`src/rtl/branch_pkg.sv`:
```
// Shared definitions for the branch compare/predict block:
// condition-code encodings and 2-bit predictor counter states.
package branch_pkg;

    typedef enum logic [2:0] {
        CMP_EQ     = 3'd0,
        CMP_NE     = 3'd1,
        CMP_LEZ    = 3'd2,
        CMP_GTZ    = 3'd3,
        CMP_LTZ    = 3'd4,
        CMP_GEZ    = 3'd5,
        CMP_ALWAYS = 3'd6,
        CMP_NEVER  = 3'd7
    } cmp_e;

    localparam logic [1:0] SNT = 2'd0;  // strongly not-taken
    localparam logic [1:0] WNT = 2'd1;  // weakly not-taken
    localparam logic [1:0] WT  = 2'd2;  // weakly taken
    localparam logic [1:0] ST  = 2'd3;  // strongly taken

    // Saturating 2-bit counter step toward the resolved direction.
    function automatic logic [1:0] sat_update(input logic [1:0] cnt, input logic taken);
        logic [1:0] res;
        res = cnt;
        if (taken) begin
            if (cnt != ST) res = cnt + 2'd1;
        end else begin
            if (cnt != SNT) res = cnt - 2'd1;
        end
        return res;
    endfunction

endpackage

```
`src/rtl/branch_pht.sv`:
```
// Pattern history table: PHT_DEPTH 2-bit counters, asynchronous read,
// synchronous write. Every entry resets to weakly not-taken, so the
// table is built from flops rather than block RAM.
module branch_pht
    import branch_pkg::*;
#(
    parameter int PHT_DEPTH = 16,
    localparam int IDX_W    = $clog2(PHT_DEPTH)
) (
    input  logic             clk,
    input  logic             reset_n,
    input  logic [IDX_W-1:0] rd_idx,
    output logic [1:0]       rd_data,
    input  logic             wr_en,
    input  logic [IDX_W-1:0] wr_idx,
    input  logic [1:0]       wr_data
);

    logic [1:0] entry_reg  [PHT_DEPTH];
    logic [1:0] entry_next [PHT_DEPTH];

    // Per-entry write decode: only the addressed entry takes the new value.
    generate
        for (genvar gi = 0; gi < PHT_DEPTH; gi++) begin : g_entry
            assign entry_next[gi] = (wr_en && (wr_idx == IDX_W'(gi))) ? wr_data : entry_reg[gi];
        end
    endgenerate

    // Table state: reset all entries to WNT, otherwise apply the decoded write.
    always_ff @(posedge clk) begin
        if (!reset_n) begin
            for (int i = 0; i < PHT_DEPTH; i++) begin
                entry_reg[i] <= WNT;
            end
        end else begin
            for (int i = 0; i < PHT_DEPTH; i++) begin
                entry_reg[i] <= entry_next[i];
            end
        end
    end

    // Read returns the pre-write value when read and write collide.
    assign rd_data = entry_reg[rd_idx];

endmodule

```
`src/rtl/branch_cmp_pred.sv`:
```
// Branch resolution stage: evaluates the branch condition on forwarded
// operands, predicts with a 2-bit bimodal table, registers the outcome
// and mispredict flag one cycle later, and keeps branch/miss statistics.
module branch_cmp_pred
    import branch_pkg::*;
#(
    parameter int WIDTH     = 32,
    parameter int PHT_DEPTH = 16,
    parameter int IDX_LSB   = 2,
    parameter int CNT_W     = 32
) (
    input  logic             clk,
    input  logic             reset_n,
    input  logic             en,
    input  logic             flush,
    input  logic             valid_in,
    input  logic [31:0]      pc,
    input  logic [2:0]       cond,
    input  logic [WIDTH-1:0] rd1,
    input  logic [WIDTH-1:0] rd2,
    output logic             pred_taken,
    output logic             valid_out,
    output logic             taken,
    output logic             mispredict,
    output logic [CNT_W-1:0] br_cnt,
    output logic [CNT_W-1:0] miss_cnt
);

    localparam int IDX_W = $clog2(PHT_DEPTH);

    logic [IDX_W-1:0] idx;
    logic [1:0]       pht_rd;
    logic [1:0]       pht_wr;
    logic             accepted;
    logic             outcome;
    logic             miss;
    logic             rd1_neg;
    logic             rd1_zero;
    logic             unused_pc_bits;

    logic             valid_out_reg;
    logic             taken_reg;
    logic             mispredict_reg;
    logic [CNT_W-1:0] br_cnt_reg;
    logic [CNT_W-1:0] miss_cnt_reg;

    assign idx            = pc[IDX_LSB +: IDX_W];
    assign unused_pc_bits = ^pc;

    branch_pht #(
        .PHT_DEPTH (PHT_DEPTH)
    ) u_pht (
        .clk     (clk),
        .reset_n (reset_n),
        .rd_idx  (idx),
        .rd_data (pht_rd),
        .wr_en   (accepted),
        .wr_idx  (idx),
        .wr_data (pht_wr)
    );

    assign pred_taken = pht_rd[1];
    assign accepted   = valid_in && en && !flush;
    assign pht_wr     = sat_update(pht_rd, outcome);
    assign miss       = (outcome != pred_taken);

    assign rd1_neg  = rd1[WIDTH-1];
    assign rd1_zero = (rd1 == '0);

    // Condition evaluation; sign tests treat rd1 as two's complement.
    always_comb begin
        outcome = 1'b0;
        case (cond)
            CMP_EQ:     outcome = (rd1 == rd2);
            CMP_NE:     outcome = (rd1 != rd2);
            CMP_LEZ:    outcome = rd1_neg || rd1_zero;
            CMP_GTZ:    outcome = !rd1_neg && !rd1_zero;
            CMP_LTZ:    outcome = rd1_neg;
            CMP_GEZ:    outcome = !rd1_neg;
            CMP_ALWAYS: outcome = 1'b1;
            CMP_NEVER:  outcome = 1'b0;
            default:    outcome = 1'b0;
        endcase
    end

    // Result register: reset > flush > stall; idle slots read as all-zero.
    always_ff @(posedge clk) begin
        if (!reset_n) begin
            valid_out_reg  <= 1'b0;
            taken_reg      <= 1'b0;
            mispredict_reg <= 1'b0;
        end else if (flush) begin
            valid_out_reg  <= 1'b0;
            taken_reg      <= 1'b0;
            mispredict_reg <= 1'b0;
        end else if (en) begin
            valid_out_reg  <= valid_in;
            taken_reg      <= valid_in && outcome;
            mispredict_reg <= valid_in && miss;
        end
    end

    // Statistics counters advance only on accepted branches and wrap freely.
    always_ff @(posedge clk) begin
        if (!reset_n) begin
            br_cnt_reg   <= '0;
            miss_cnt_reg <= '0;
        end else if (accepted) begin
            br_cnt_reg <= br_cnt_reg + CNT_W'(1);
            if (miss) begin
                miss_cnt_reg <= miss_cnt_reg + CNT_W'(1);
            end
        end
    end

    assign valid_out  = valid_out_reg;
    assign taken      = taken_reg;
    assign mispredict = mispredict_reg;
    assign br_cnt     = br_cnt_reg;
    assign miss_cnt   = miss_cnt_reg;

endmodule

```
`config.mk`:
```
export PLATFORM = sky130hd
export DESIGN_NAME = branch_cmp_pred
export DESIGN_NICKNAME = d
export VERILOG_FILES = /design/src/rtl/branch_pkg.sv /design/src/rtl/branch_pht.sv /design/src/rtl/branch_cmp_pred.sv
export SDC_FILE = /design/constraint.sdc
export NUM_CORES = 1
export LEC_CHECK = 0
export BUFFER_PORTS_ARGS = -buffer_cell sky130_fd_sc_hd__buf_2
export CAP_MARGIN = 10
export CORE_AREA = 2 2 124 126
export CTS_BUF_LIST = sky130_fd_sc_hd__clkbuf_4 sky130_fd_sc_hd__clkbuf_8
export DETAILED_ROUTE_END_ITERATION = 8
export DIE_AREA = 0 0 126 128
export RECOVER_POWER = 25
export SLEW_MARGIN = 30
export SYNTH_ARGS = -nofsm -noshare
export SYNTH_HDL_FRONTEND = slang
export SYNTH_SLANG_ARGS = --single-unit
```
`constraint.sdc`:
```
create_clock -name clk -period 2.5 [get_ports clk]
set_input_delay 0.25 -clock clk [delete_from_list [all_inputs] [get_ports clk]]
set_output_delay 0.25 -clock clk [all_outputs]
set_load 0.02 [all_outputs]
```
# == Yosys cells after proc, flatten, opt, wreduce, memory -nomap -nowiden ==
# Memories as Yosys holds them, arrays and structs flattened.
# Index checks and enable logic that the tools add are counted.
# word_totals
mem_bits_rw,32
in_bits,104
mem_bits_ro,0
regBits,67
latch_bits,0
mem_count,1
# memory_table
memory,depth,word_bits,rd,rd_ports_with_merged_regs,wr,line,text
u_pht.entry_reg,16,2,1,0,16,branch_pht.sv:19,logic [1:0] entry_reg [PHT_DEPTH];
# classes
bitwise_logic,17
muxes,38
n_lt_le_gt_ge,0
shift,0
mul,0
n_eq_ne,42
addsub,4
div_mod_pow,0
n_reduce_logical,47
# op_table
operator,n
two-way mux 2 bit,35
adder 32 x 1 -> 32 bit (second input constant),2
AND reduction 2 bit,17
== test 32 bit,1
== test 4 bit (second input constant),8
zero test 32 bit,1
!= test 32 bit,1
logical AND 1 bit,21
== test 4 x 3 -> 1 bit (second input constant),4
!= test 1 bit (second input constant),16
OR 1 bit,16
== test 3 bit (second input constant),4
== test 4 x 2 -> 1 bit (second input constant),2
case mux 1 bit (8 select lines),1
== test 3 x 2 -> 1 bit (second input constant),2
== test 4 x 1 -> 1 bit (second input constant),1
zero test 4 bit,1
== test 3 x 1 -> 1 bit (second input constant),1
zero test 1 bit,3
zero test 3 bit,1
adder 2 x 1 -> 2 bit (second input constant),1
two-way mux 1 bit,2
!= test 2 bit (second input constant),1
nonzero test 2 bit,1
other kinds (5),5

# == Longest topological paths before layout ==
# depth
ltp_word,7
depth_mapped,10

# == Cells and area by module ==
# Synthesis repeated with hierarchy kept, for this count alone.
# hier_totals
hier_cells,619
hier_area_um2,5793.1
# modules_own_cells
module,n_inst,area_per_inst_um2,seq_area_each_um2,cells_each
branch_cmp_pred,1,4241.6,1341.3,500
branch_pht,1,1551.5,960.9,119

# == Worst setup path before layout ==
# No wires, ideal clock.
# synth_path
path_type,input to register
from,input port rd2[30]
to,"memory u_pht.entry_reg[0][1], data pin"
setup_time_ns,0.158
setup_slack_ns,0.203
stages,9
t_arrival_ns,2.139
cell_sequence,xor2_1 nor4_1 nand4_1 or4b_1 and3_1 buf_6 maj3_2 buf_6 nor3_1
# synth_rtl
item,line,text
from (decl),branch_cmp_pred.sv:20,"input logic [WIDTH-1:0] rd2,"
to (decl),branch_pht.sv:19,

# == Worst setup path in the final report ==
# layout_path
from,memory u_pht.entry_reg[7][1]
to,output port pred_taken
# layout_between
elab_chain_cells,1
# layout_rtl
item,line,text
memory read (16 x 2 bit),--,
to (decl),branch_cmp_pred.sv:21,"output logic pred_taken,"
# Every way passes these cells.

==> impl_metrics.env <==
export IMPL_status="complete, no violations"
export IMPL_cp_start_kind="register"
export IMPL_clkSinkCount=99
export IMPL_wl_um=14900
export IMPL_r2r_start="u_pht.entry_reg[7][1]$_SDFFCE_PN0P_"
export IMPL_grt_pass1_wl_um=24100
export IMPL_synth_distinct_cells=46
export IMPL_rsz0062_at_grt="false"
export IMPL_vias=5199
export IMPL_final_cells=995
export IMPL_startpoint="u_pht.entry_reg[7][1]$_SDFFCE_PN0P_"
export IMPL_cts_root_buf="clkbuf_8"
export IMPL_dp_hpwl_um=11200
export IMPL_route_detailed_drc=0
export IMPL_p_leak_nw=2.73
export IMPL_drt_vias_per_instance=5.23
export IMPL_p_total_w=0.00334
export IMPL_wl_per_cell_um=15.0
export IMPL_syn_nets=758
export IMPL_min_path_cells=3
export IMPL_start_util_pct=39.4
export IMPL_synth_seq_cells=99
export IMPL_hold_viol=0
export IMPL_seq_area_frac_synth_pct=39.3
export IMPL_coreArea_um2=14900
export IMPL_cp_data_required_time_ps=2250
export IMPL_syn_avg_cell_area_um2=8.98
export IMPL_numCtsBuffers=9
export IMPL_postCtsSetupBuffers=0
export IMPL_syn_cell_area_um2=5850
export IMPL_nNetsFinal=908
export IMPL_synth_edf_count=32
export IMPL_clk_pin_slew_ps=100
export IMPL_cap_violations=0
export IMPL_io_pins=172
export IMPL_gp_congestion=0.873
export IMPL_dpl_cell_area_um2=6910
export IMPL_r2r_end="miss_cnt[23]$_SDFFE_PN0P_"
export IMPL_period_share_pct=96.5
export IMPL_antenna_found_initial=0
export IMPL_end_kind="primary output"
export IMPL_num_fill_cells=1471
export IMPL_clock_skew_ps=11.3
export IMPL_synth_area_leaders="dfxtp_1, edfxtp_1, mux2i_1, nand2_1, xor2_1"
export IMPL_worstSetupPathType="register to primary output"
export IMPL_ys_flop_type="dfxtp_1"
export IMPL_crit_arrival_ps=2160
export IMPL_final_area_um2=7090
export IMPL_grt_use_total_pct=18.5
export IMPL_layout_common_cells="nand2_1, buf_2, dfxtp_1"
export IMPL_multiInputGateArea_um2=3370
export IMPL_slew_violations=0
export IMPL_layout_commonest_cell="nand2_1"
export IMPL_timing_hold_ws_ps=189
export IMPL_drt_iter0_drc=221
export IMPL_die_h_um=128
export IMPL_ir_worst_vdd_mv=0.301
export IMPL_fmax_mhz=414
export IMPL_power_density_nw_per_um2=472
export IMPL_worst_pin_slew_ps=453
export IMPL_hp_class="primary input to register"
export IMPL_cts_tree="yes"
export IMPL_antenna_cells=0
export IMPL_clk_latency_ps=380
export IMPL_crit_fanout=13
export IMPL_synth_cells=652
export IMPL_hold_buffers=0
export IMPL_cts_htree_levels=3
export IMPL_r2r_setup_slack_ps=210
export IMPL_ant_nets=0
export IMPL_rows=45
export IMPL_cts_buffer_depth=2
export IMPL_slew_headroom_pct=69.5
export IMPL_first_pass_iters=4
export IMPL_period_minus_slack_ps=2410
export IMPL_synthArstFlopShare_pct=0
export IMPL_setup_violations=0
export IMPL_grt_max_degree=63
export IMPL_yosysTopAreaCellShare_pct=22.9
export IMPL_grt_pass1_vias=4964
export IMPL_dieWidth_um=126
export IMPL_drive_gt1_share_pct=20.9
export IMPL_cp_endpoint="pred_taken"
export IMPL_dp_cells=979
export IMPL_synth_area_leader_cell="dfxtp_1"
export IMPL_area_growth_pct=21.1
export IMPL_rr_worst_depth=9
export IMPL_grt_overflow_total=0
export IMPL_seqCellArea_um2=2300
export IMPL_design_die_area_um2=16100
export IMPL_ys_warn_count=0
export IMPL_port_buffers=143
-- what timing repair did --
| action | in CTS | in global routing |
|---|---|---|
| resized for setup | 1 | 2 |
| cloned | 0 | 0 |
| hold endpoints to repair | 0 | 0 |
| setup endpoints to repair | 1 | 4 |
-- synthesized netlist by cell type (18+ instances only) --
library cell / instances
nand2_1: 110
dfxtp_1: 67
mux2i_1: 62
xor2_1: 40
nand2b_1: 34
edfxtp_1: 32
nand3_1: 32
nor2_1: 31
and2_1: 29
nor3_1: 25
clkbuf_1: 23
xnor2_1: 21
nor4_1: 20
o21ai_0: 19
nand4_1: 18
-- power breakdown --
group	internal (W)	total [W]	switching, W
sequential	0.00169	0.00170	0.0000114
clock	0.000571	0.00118	0.000607
combinational	0.000199	0.000462	0.000263
-- metrics by stage --
stage	utilization, %	setup slack (ps)	TNS (ps)
after global placement	46.5	-202	-7440
final	47.7	87.3	0
after CTS	48.0	55.0	0
after detailed placement	46.5	-274	-12080
after global routing	47.7	16.2	0
after floorplan	-	203	0
-- worst max-delay path: stages, from the launching register on --
cell and delay (ps):
edfxtp_1 380, mux4_2 470, a22oi_1 250, and3_4 270, inv_2 60, buf_4 180
buf_2 170
-- metal layers --
layer,track usage [%],wire length [um],up-vias
li1,-,-,2579
met1,21.6,6240,2445
met2,33.2,7470,154
met3,3.76,901,21
met4,7.56,318,0
met5,0,0,-
-- logic make-up after synthesis --
kind of cell	synth area share, %
and+or+nand+nor	30.0
DFF	39.3
muxes	14.3
xor gates and xnor gates	9.13
buffers and inverters	3.29
AOI/OAI and AO/OA	3.16
adders and majority gates	0.791
-- worst min path at each step --
stage,from,endpoint,slack (ps)
6_report,en,valid_out$_SDFFE_PP0P_,190
4_1_cts,en,valid_out$_SDFFE_PP0P_,170
5_1_grt,en,valid_out$_SDFFE_PP0P_,200
2_1_floorplan,en,valid_out$_SDFFE_PP0P_,430
3_5_place_dp,valid_out$_SDFFE_PP0P_,valid_out$_SDFFE_PP0P_,470
3_3_place_gp,miss_cnt[31]$_SDFFE_PN0P_,miss_cnt[31]$_SDFFE_PN0P_,460
-- final cells by class --
| cell class | instances | area share (%) |
|---|---|---|
| Multi-Input combinational cell | 509 | 47.5 |
| Sequential cell | 99 | 32.5 |
| Timing Repair Buffer | 176 | 13.1 |
| Tap cell | 188 | 3.32 |
| Clock buffer | 9 | 1.75 |
| Clock inverter | 7 | 1.41 |
| Inverter | 7 | 0.371 |
Note: power is estimated with default switching activity, not from simulation.
